File: config.mk
export PLATFORM = sky130hd
export DESIGN_NAME = ldst_sequencer
export DESIGN_NICKNAME = d
export VERILOG_FILES = /design/src/rtl/ldst_sequencer.sv
export SDC_FILE = /design/constraint.sdc
export NUM_CORES = 1
export LEC_CHECK = 0
export CAP_MARGIN = 25
export CELL_PAD_IN_SITES_DETAIL_PLACEMENT = 0
export CELL_PAD_IN_SITES_GLOBAL_PLACEMENT = 1
export CORE_MARGIN = 2
export CORE_UTILIZATION = 40
export CTS_CLUSTER_SIZE = 40
export DETAILED_ROUTE_END_ITERATION = 12
export GPL_TIMING_DRIVEN = 0
export PLACE_DENSITY = 0.85
export SYNTH_ARGS = -nofsm -noshare
export SYNTH_HDL_FRONTEND = slang
export SYNTH_SLANG_ARGS = --single-unit
File: constraint.sdc
create_clock -name clk -period 3.7 [get_ports clk]
set_clock_uncertainty 0.2 [all_clocks]
set_input_delay 0.74 -clock clk [delete_from_list [all_inputs] [get_ports clk]]
set_output_delay 0.74 -clock clk [all_outputs]
set_load 0.005 [all_outputs]
File: src/rtl/ldst_sequencer.sv
// ldst_sequencer: T0..T7 control-step sequencer for ld/ldi/st with a mem_ack
// handshake, a memory-timeout watchdog and a sticky fault state.
module ldst_sequencer #(
  parameter int unsigned      OPC_W   = 5,
  parameter logic [OPC_W-1:0] OP_LD   = 5'b00000,
  parameter logic [OPC_W-1:0] OP_LDI  = 5'b00001,
  parameter logic [OPC_W-1:0] OP_ST   = 5'b00010,
  parameter int unsigned      MEM_TMO = 16
) (
  input  logic             clk,
  input  logic             clr,
  input  logic             run,
  input  logic [OPC_W-1:0] ir_opcode,
  input  logic             mem_ack,
  output logic             PCout,
  output logic             Zlowout,
  output logic             MDRout,
  output logic             BAout,
  output logic             Cout,
  output logic             Rout,
  output logic             MARin,
  output logic             PCin,
  output logic             MDRin,
  output logic             IRin,
  output logic             Yin,
  output logic             Zin,
  output logic             Rin,
  output logic             IncPC,
  output logic             alu_add,
  output logic             Gra,
  output logic             Grb,
  output logic             mem_read,
  output logic             mem_write,
  output logic             busy,
  output logic             instr_done,
  output logic             fault,
  output logic [3:0]       state
);

  localparam int unsigned   CNT_W    = $clog2(MEM_TMO + 1);
  localparam logic [CNT_W-1:0] TMO_LAST = CNT_W'(MEM_TMO - 1);

  typedef enum logic [3:0] {
    S_IDLE  = 4'd0,
    S_T0    = 4'd1,
    S_T1    = 4'd2,
    S_T2    = 4'd3,
    S_T3    = 4'd4,
    S_T4    = 4'd5,
    S_T5    = 4'd6,
    S_T6    = 4'd7,
    S_T7    = 4'd8,
    S_FAULT = 4'd15
  } state_t;

  typedef struct packed {
    logic pcOut, zlowOut, mdrOut, baOut, cOut, rOut;
    logic marIn, pcIn, mdrIn, irIn, yIn, zIn, rIn;
    logic incPc, aluAdd, gra, grb, memRead, memWrite;
  } ctrl_t;

  state_t           r_state;
  ctrl_t            r_ctrl;
  logic             r_busy;
  logic             r_fault;
  logic             r_doneBase;
  logic [OPC_W-1:0] r_op;
  logic [CNT_W-1:0] r_cnt;

  state_t w_stateNext;
  state_t w_endNext;
  ctrl_t  w_ctrlNext;
  logic   w_req;
  logic   w_tmo;
  logic   w_opLegal;

  // Strobes for a given step; the op only matters from T5 on, after it is latched.
  function automatic ctrl_t decode(input state_t s, input logic [OPC_W-1:0] op);
    ctrl_t c;
    c = '0;
    case (s)
      S_T0: begin c.pcOut = 1'b1; c.marIn = 1'b1; c.incPc = 1'b1; c.zIn = 1'b1; end
      S_T1: begin c.zlowOut = 1'b1; c.pcIn = 1'b1; c.memRead = 1'b1; c.mdrIn = 1'b1; end
      S_T2: begin c.mdrOut = 1'b1; c.irIn = 1'b1; end
      S_T3: begin c.grb = 1'b1; c.baOut = 1'b1; c.yIn = 1'b1; end
      S_T4: begin c.cOut = 1'b1; c.aluAdd = 1'b1; c.zIn = 1'b1; end
      S_T5: begin
        c.zlowOut = 1'b1;
        if (op == OP_LDI) begin c.gra = 1'b1; c.rIn = 1'b1; end
        else c.marIn = 1'b1;
      end
      S_T6: begin
        c.mdrIn = 1'b1;
        if (op == OP_ST) begin c.gra = 1'b1; c.rOut = 1'b1; end
        else c.memRead = 1'b1;
      end
      S_T7: begin
        if (op == OP_ST) c.memWrite = 1'b1;
        else begin c.mdrOut = 1'b1; c.gra = 1'b1; c.rIn = 1'b1; end
      end
      default: ;
    endcase
    return c;
  endfunction

  always_comb begin
    w_req       = r_ctrl.memRead | r_ctrl.memWrite;
    w_tmo       = w_req && !mem_ack && (r_cnt == TMO_LAST);
    w_opLegal   = (ir_opcode == OP_LD) || (ir_opcode == OP_LDI) || (ir_opcode == OP_ST);
    w_endNext   = run ? S_T0 : S_IDLE;
    w_stateNext = r_state;
    case (r_state)
      S_IDLE:  if (run) w_stateNext = S_T0;
      S_T0:    w_stateNext = S_T1;
      S_T1: begin
        if (mem_ack)    w_stateNext = S_T2;
        else if (w_tmo) w_stateNext = S_FAULT;
      end
      S_T2:    w_stateNext = S_T3;
      S_T3:    w_stateNext = w_opLegal ? S_T4 : S_FAULT;
      S_T4:    w_stateNext = S_T5;
      S_T5:    w_stateNext = (r_op == OP_LDI) ? w_endNext : S_T6;
      S_T6: begin
        if (r_op == OP_ST || mem_ack) w_stateNext = S_T7;
        else if (w_tmo)               w_stateNext = S_FAULT;
      end
      S_T7: begin
        if (r_op != OP_ST || mem_ack) w_stateNext = w_endNext;
        else if (w_tmo)               w_stateNext = S_FAULT;
      end
      S_FAULT: w_stateNext = S_FAULT;
      default: w_stateNext = S_IDLE;
    endcase
    w_ctrlNext = decode(w_stateNext, r_op);
  end

  // Outputs are registered from the next state, so they always match r_state.
  always_ff @(posedge clk or negedge clr) begin
    if (!clr) begin
      r_state    <= S_IDLE;
      r_ctrl     <= '0;
      r_busy     <= 1'b0;
      r_fault    <= 1'b0;
      r_doneBase <= 1'b0;
      r_op       <= '0;
      r_cnt      <= '0;
    end else begin
      r_state    <= w_stateNext;
      r_ctrl     <= w_ctrlNext;
      r_busy     <= (w_stateNext != S_IDLE) && (w_stateNext != S_FAULT);
      r_fault    <= (w_stateNext == S_FAULT);
      r_doneBase <= ((w_stateNext == S_T5) && (r_op == OP_LDI)) ||
                    ((w_stateNext == S_T7) && (r_op == OP_LD));
      if (r_state == S_T3) r_op <= ir_opcode;
      if (w_stateNext != r_state)  r_cnt <= '0;
      else if (w_req && !mem_ack)  r_cnt <= r_cnt + 1'b1;
    end
  end

  assign PCout     = r_ctrl.pcOut;
  assign Zlowout   = r_ctrl.zlowOut;
  assign MDRout    = r_ctrl.mdrOut;
  assign BAout     = r_ctrl.baOut;
  assign Cout      = r_ctrl.cOut;
  assign Rout      = r_ctrl.rOut;
  assign MARin     = r_ctrl.marIn;
  assign PCin      = r_ctrl.pcIn;
  assign MDRin     = r_ctrl.mdrIn;
  assign IRin      = r_ctrl.irIn;
  assign Yin       = r_ctrl.yIn;
  assign Zin       = r_ctrl.zIn;
  assign Rin       = r_ctrl.rIn;
  assign IncPC     = r_ctrl.incPc;
  assign alu_add   = r_ctrl.aluAdd;
  assign Gra       = r_ctrl.gra;
  assign Grb       = r_ctrl.grb;
  assign mem_read  = r_ctrl.memRead;
  assign mem_write = r_ctrl.memWrite;
  assign busy      = r_busy;
  assign fault     = r_fault;
  assign state     = r_state;

  // A store completes in the very cycle its write is acknowledged.
  assign instr_done = r_doneBase || ((r_state == S_T7) && (r_op == OP_ST) && mem_ack);

endmodule

---- Yosys cells after proc, flatten, opt, wreduce, memory -nomap -nowiden ----
Cells that the tools add are included.
storage, ports and cells
  register bits after elaboration ......... 32
  logic and storage cells ................. 101
  output and inout port bits .............. 26
cells by class
  bitwise operators ....................... 1
  reduce and logical (&&, ||, !) cells .... 22
  add/subtract/negate cells ............... 1
  muxes and demuxes ....................... 30
  equal/unequal tests ..................... 26
operator list
  operator               count
  $pmux W4 S10           1
  $eq A4 B3 Y1 const B   8
  $mux W4                6
  $eq A4 B2 Y1 const B   4
  $eq A4 B4 Y1 const B   4
  $mux W1                15
  $eq A5 B1 Y1 const B   2
  $eq A5 B2 Y1 const B   2
  $logic_not A5 Y1       2
  $mux W5                2
  $eq A4 B1 Y1 const B   2
  $pmux W1 S2            4
  $logic_and A1 B1 Y1    7
  $logic_or A1 B1 Y1     6
  $reduce_or A2 Y1       3
  $add A5 B1 Y5 const B  1
  $eq A5 B4 Y1 const B   1
  $ne A5 B2 Y1 const B   1
  $logic_not A4 Y1       1
  $ne A4 B4 Y1           1
  $ne A4 B4 Y1 const B   1
  $reduce_bool A4 Y1     1
  $mux W3                1
  $pmux W1 S3            1
  other kinds (3)        3

---- Logic depth before layout (Yosys ltp) ----
Gate-level depths: netlist (run 1).
  depth after elaboration ................. 9
  mapped depth ............................ 9
  mapped depth without buffers ............ 8

---- Least setup slack after synthesis (run 1) ----
Ideal clock, no wire load.
  path type ............................... in2reg
  start ................................... input port ir_opcode[0]
  end ..................................... register r_ctrl (netlist bit MDRout)
  setup slack ............................. 1407 ps
  library setup time ...................... 127 ps
  data arrival time ....................... 1966 ps
  buffers on the path ..................... 1
  cell stages on the path ................. 7
  path through ............................ a2111o_1 > nand2_2 > o21a_1 > o311a_1 > buf_6 > nor3_1 > or2_2
RTL lines
  what                    RTL line  RTL
  start: declaration      13        input logic [OPC_W-1:0] ir_opcode,
  end signal: assignment  149       r_ctrl <= w_ctrlNext;
  end: declaration        63        ctrl_t r_ctrl;

---- Final worst setup path (run 1) ----
  start ................................... input port mem_ack
  end ..................................... output port instr_done
on the way
  cells in the longest elaborated chain, start to end .. 2
ends and longest elaborated chain
  what                 RTL line  RTL
  start: declaration   14        input logic mem_ack,
  $logic_and A1 B1 Y1  184       assign instr_done = r_doneBase || ((r_state == S_T7) && (r_op == OP_ST) && mem_ack);
  $logic_or A1 B1 Y1   184
  end: declaration     35        output logic instr_done,
No other way between the ends.

==> flow_summary.json, run 1 <==
{
  "final-seq-area_sq_um": 801,
  "area_growth_syn_to_layout_pct": 26.2,
  "cts_root_buffer": "sky130_fd_sc_hd__clkbuf_8",
  "timing.critical_path.from_type": "input port",
  "dp.final_hpwl_um": 3130,
  "synthesis.nets": 186,
  "post_synth_main_area_contributors": "sky130_fd_sc_hd__dfrtp_1, sky130_fd_sc_hd__buf_6, sky130_fd_sc_hd__mux2_2",
  "yosysMostFrequentCell": "sky130_fd_sc_hd__dfrtp_1",
  "postSynth.asyncResetShare_pct": 100,
  "route.final.wire_length_um": 4240,
  "routed-via-count": 1478,
  "p_leak_nw": 0.987,
  "number_of_cells_on_the_worst_reg_to_reg_path": 9,
  "synth_edf_count": 0,
  "postCtsResizedCells": 0,
  "initial_utilization_pct": 42.4,
  "power.density_cell_area_mw_per_mm2": 893,
  "worst_skew_pair.late_latency_ns": 0.29,
  "drcViolationCount": 0,
  "chip_height_um": 72.7,
  "yosys_warnings": 0,
  "status": "complete, no violations",
  "min_path_type": "input port to asynchronous set/reset pin",
  "register_area_share_after_synthesis_pct": 42.5,
  "placement.io_buffers": 34,
  "grt_max_degree": 33,
  "ys_dominant_reg_cell": "sky130_fd_sc_hd__dfrtp_1",
  "dr.pass1.iters": 4,
  "setup_viol": 0,
  "postCtsSetupRepairBufs": 0,
  "synth_commonest_cells": "sky130_fd_sc_hd__dfrtp_1, sky130_fd_sc_hd__nand2_1, sky130_fd_sc_hd__nor2_1",
  "drt-vias-per-instance": 5.49,
  "coreArea_sq_mm": 0.00444,
  "die_area_sq_mm": 0.00528,
  "initialDrtViolationCount": 58,
  "post_route_total_power_w": 0.00213,
  "ctsHoldBuffers": 0,
  "num_antenna_cells": 0,
  "synth_area_per_cell_sq_um": 10.8,
  "timing.critical_path.fanout_max": 8,
  "dr_wl_cell_um": 15.8,
  "rrSetupSlack_ns": 1.36,
  "proportion_of_netlist_area_held_by_the_largest_area_contributor_pct": 42.5,
  "critical_path_required_ns": 2.76,
  "final.period_utilization_pct": 81.1,
  "max-cap-violations": 0,
  "ir_worst_vdd_v": 0.000449,
  "tritoncts": "yes",
  "path_clk_slew_ns": 0.07,
  "yosys.cell_types.count": 64,
  "final_net_count": 227,
  "share_of_final_layout_standard_cells_stronger_than_drive_strength_1_pct": 26.3,
  "multi_input_area_sq_um": 922,
  "finalWeightedCongestion": 0.920,
  "cts-buffers-inserted": 5,
  "clk_path_buf_depth": 2,
  "grt.total_usage_pct": 17.3,
  "num_rows": 24,
  "top_level_port_count": 35,
  "totalNegativeSetupSlack_ns": 0,
  "final-max-slew-violation-count": 0,
  "synth.largest_area_cell": "sky130_fd_sc_hd__dfrtp_1",
  "achievable-frequency_ghz": 0.333,
  "worst_slew_margin_rel_pct": 54.0,
  "post-route-min-period_ns": 3.00,
  "post_synth_inst_count": 175,
  "antenna_violating_nets_remaining": 0,
  "cp-end-kind": "output pin",
  "synthesis.area_sq_mm": 0.00189,
  "grt_setup_unrepaired": "no",
  "criticalPathCategory": "input port to output pin",
  "antenna_found_initial": 0,
  "htreeDepth": 2,
  "grt_pass1_vias": 1447,
  "cp.arrival_ns": 2.06,
  "finalHoldViolCount": 0,
  "synth_seq_cells": 32,
  "grt_first_pass_wirelength_um": 7020,
  "die_x_um": 72.7,
  "filler_cell_count": 407,
  "worstMarginPinSlew_ns": 0.690,
  "tritoncts_num_sinks": 32,
  "start_of_the_worst_register_to_register_path": "r_cnt[0]$_DFFE_PN0P_",
  "grt-ovfl-total": 0,
  "regToRegEndpoint": "MARin$_DFF_PN0_"
}
## worst max path at each step
stage | start | endpoint | cells after the start
3_3_place_gp | mem_ack | MARin$_DFF_PN0_ | 9
2_1_floorplan | ir_opcode[0] | MDRout$_DFF_PN0_ | 7
5_1_grt | state[2]$_DFF_PN0_ | instr_done | 5
4_1_cts | mem_ack | instr_done | 3
3_5_place_dp | mem_ack | MARin$_DFF_PN0_ | 9
6_report | mem_ack | instr_done | 3
## metal layers
layer / GRT usage, % / routed length, um / up-vias
met2: 27.6 / 2030 / 56
met3: 5.94 / 279 / 5
met5: 0 / 0 / -
met1: 22.9 / 1880 / 699
met4: 3.70 / 43 / 0
li1: - / - / 718
## power breakdown
group          switching [W]  internal, W  leakage [nW]  total (W)
clock               0.000131     0.000151        0.0445   0.000282
combinational       0.000714     0.000601         0.526    0.00132
sequential         0.0000655     0.000462         0.417   0.000528
## area by class of cell
cell class,count,area share [%]
Buffer,16,5.73
Clock buffer,7,3.63
Clock inverter,1,0.315
Inverter,7,1.10
Multi-Input combinational cell,120,38.7
Sequential cell,32,33.6
Tap cell,52,2.73
Timing Repair Buffer,34,14.1
## kinds of logic after synthesis
family	count (synthesis)	synth area share, %
compound gates	41	18.4
flops	32	42.5
buf+inv	23	8.63
xor+xnor	5	2.32
simple gates	65	22.8
fa+ha+maj	2	1.33
mux	7	4.11
## through the flow
step	hold slack [ns]	utilization (%)	instances	instance area, sq um	worst slack, ns
final	0.287	53.5	269	2380	0.699
after global routing	0.359	53.5	269	2380	0.648
after CTS	0.317	53.5	269	2380	0.696
after detailed placement	0.349	51.4	261	2290	0.658
after global placement	0.337	51.5	261	2290	0.656
after floorplan	0.244	-	175	1890	1.41
## critical path: stages
cell	delay, ns
sky130_fd_sc_hd__clkdlybuf4s50_1	0.62
sky130_fd_sc_hd__a31o_2	0.20
sky130_fd_sc_hd__clkdlybuf4s50_1	0.50
## cell usage in the layout, fill, tap and decap left out, types with 2 or more instances in the layout
cell	Yosys	routed
sky130_fd_sc_hd__nand2_1	11	11
sky130_fd_sc_hd__a311oi_1	2	2
sky130_fd_sc_hd__xor2_1	2	2
sky130_fd_sc_hd__dfrtp_1	32	32
sky130_fd_sc_hd__clkbuf_8	0	6
sky130_fd_sc_hd__buf_4	5	5
sky130_fd_sc_hd__a21oi_1	4	4
sky130_fd_sc_hd__nor3_1	6	6
sky130_fd_sc_hd__mux2_2	6	6
sky130_fd_sc_hd__buf_2	4	5
sky130_fd_sc_hd__or2_2	2	2
sky130_fd_sc_hd__ha_1	2	2
sky130_fd_sc_hd__buf_6	7	7
sky130_fd_sc_hd__a31oi_1	6	6
sky130_fd_sc_hd__inv_1	7	7
sky130_fd_sc_hd__and2_1	2	2
sky130_fd_sc_hd__nor2_1	11	11
sky130_fd_sc_hd__o21ai_0	3	3
sky130_fd_sc_hd__nand3_1	2	2
sky130_fd_sc_hd__nand3_2	2	2
sky130_fd_sc_hd__o21a_1	2	2
sky130_fd_sc_hd__xnor2_1	3	3
sky130_fd_sc_hd__nor3_2	5	5
sky130_fd_sc_hd__a21oi_2	2	2
sky130_fd_sc_hd__nand4_1	4	4
sky130_fd_sc_hd__clkdlybuf4s50_1	0	33
sky130_fd_sc_hd__o211ai_1	2	2
sky130_fd_sc_hd__nor2b_1	3	3
No activity file was read; power rests on OpenSTA's default activity.
==> run 2: changes to the inputs <==
==> constraint.sdc (replaced) <==
create_clock -name clk -period 2.9 [get_ports clk]
set_clock_uncertainty 0.2 [all_clocks]
set_input_delay 0.58 -clock clk [delete_from_list [all_inputs] [get_ports clk]]
set_output_delay 0.58 -clock clk [all_outputs]
set_load 0.005 [all_outputs]
==> results of run 2 <==
The final DEF is identical to that of run 1. Status: complete, no violations.
Main changes from that run: setup slack after placement 0.658 ns -> 0.0184 ns; setup slack after layout 0.699 ns -> 0.126 ns; hold slack 0.287 ns -> 0.127 ns; start point of the critical path mem_ack -> state[2]$_DFF_PN0_; register-to-register setup slack 1.36 ns -> 0.56 ns; total power 0.00213 W -> 0.00271 W; worst IR drop on VDD 0.000449 V -> 0.000572 V
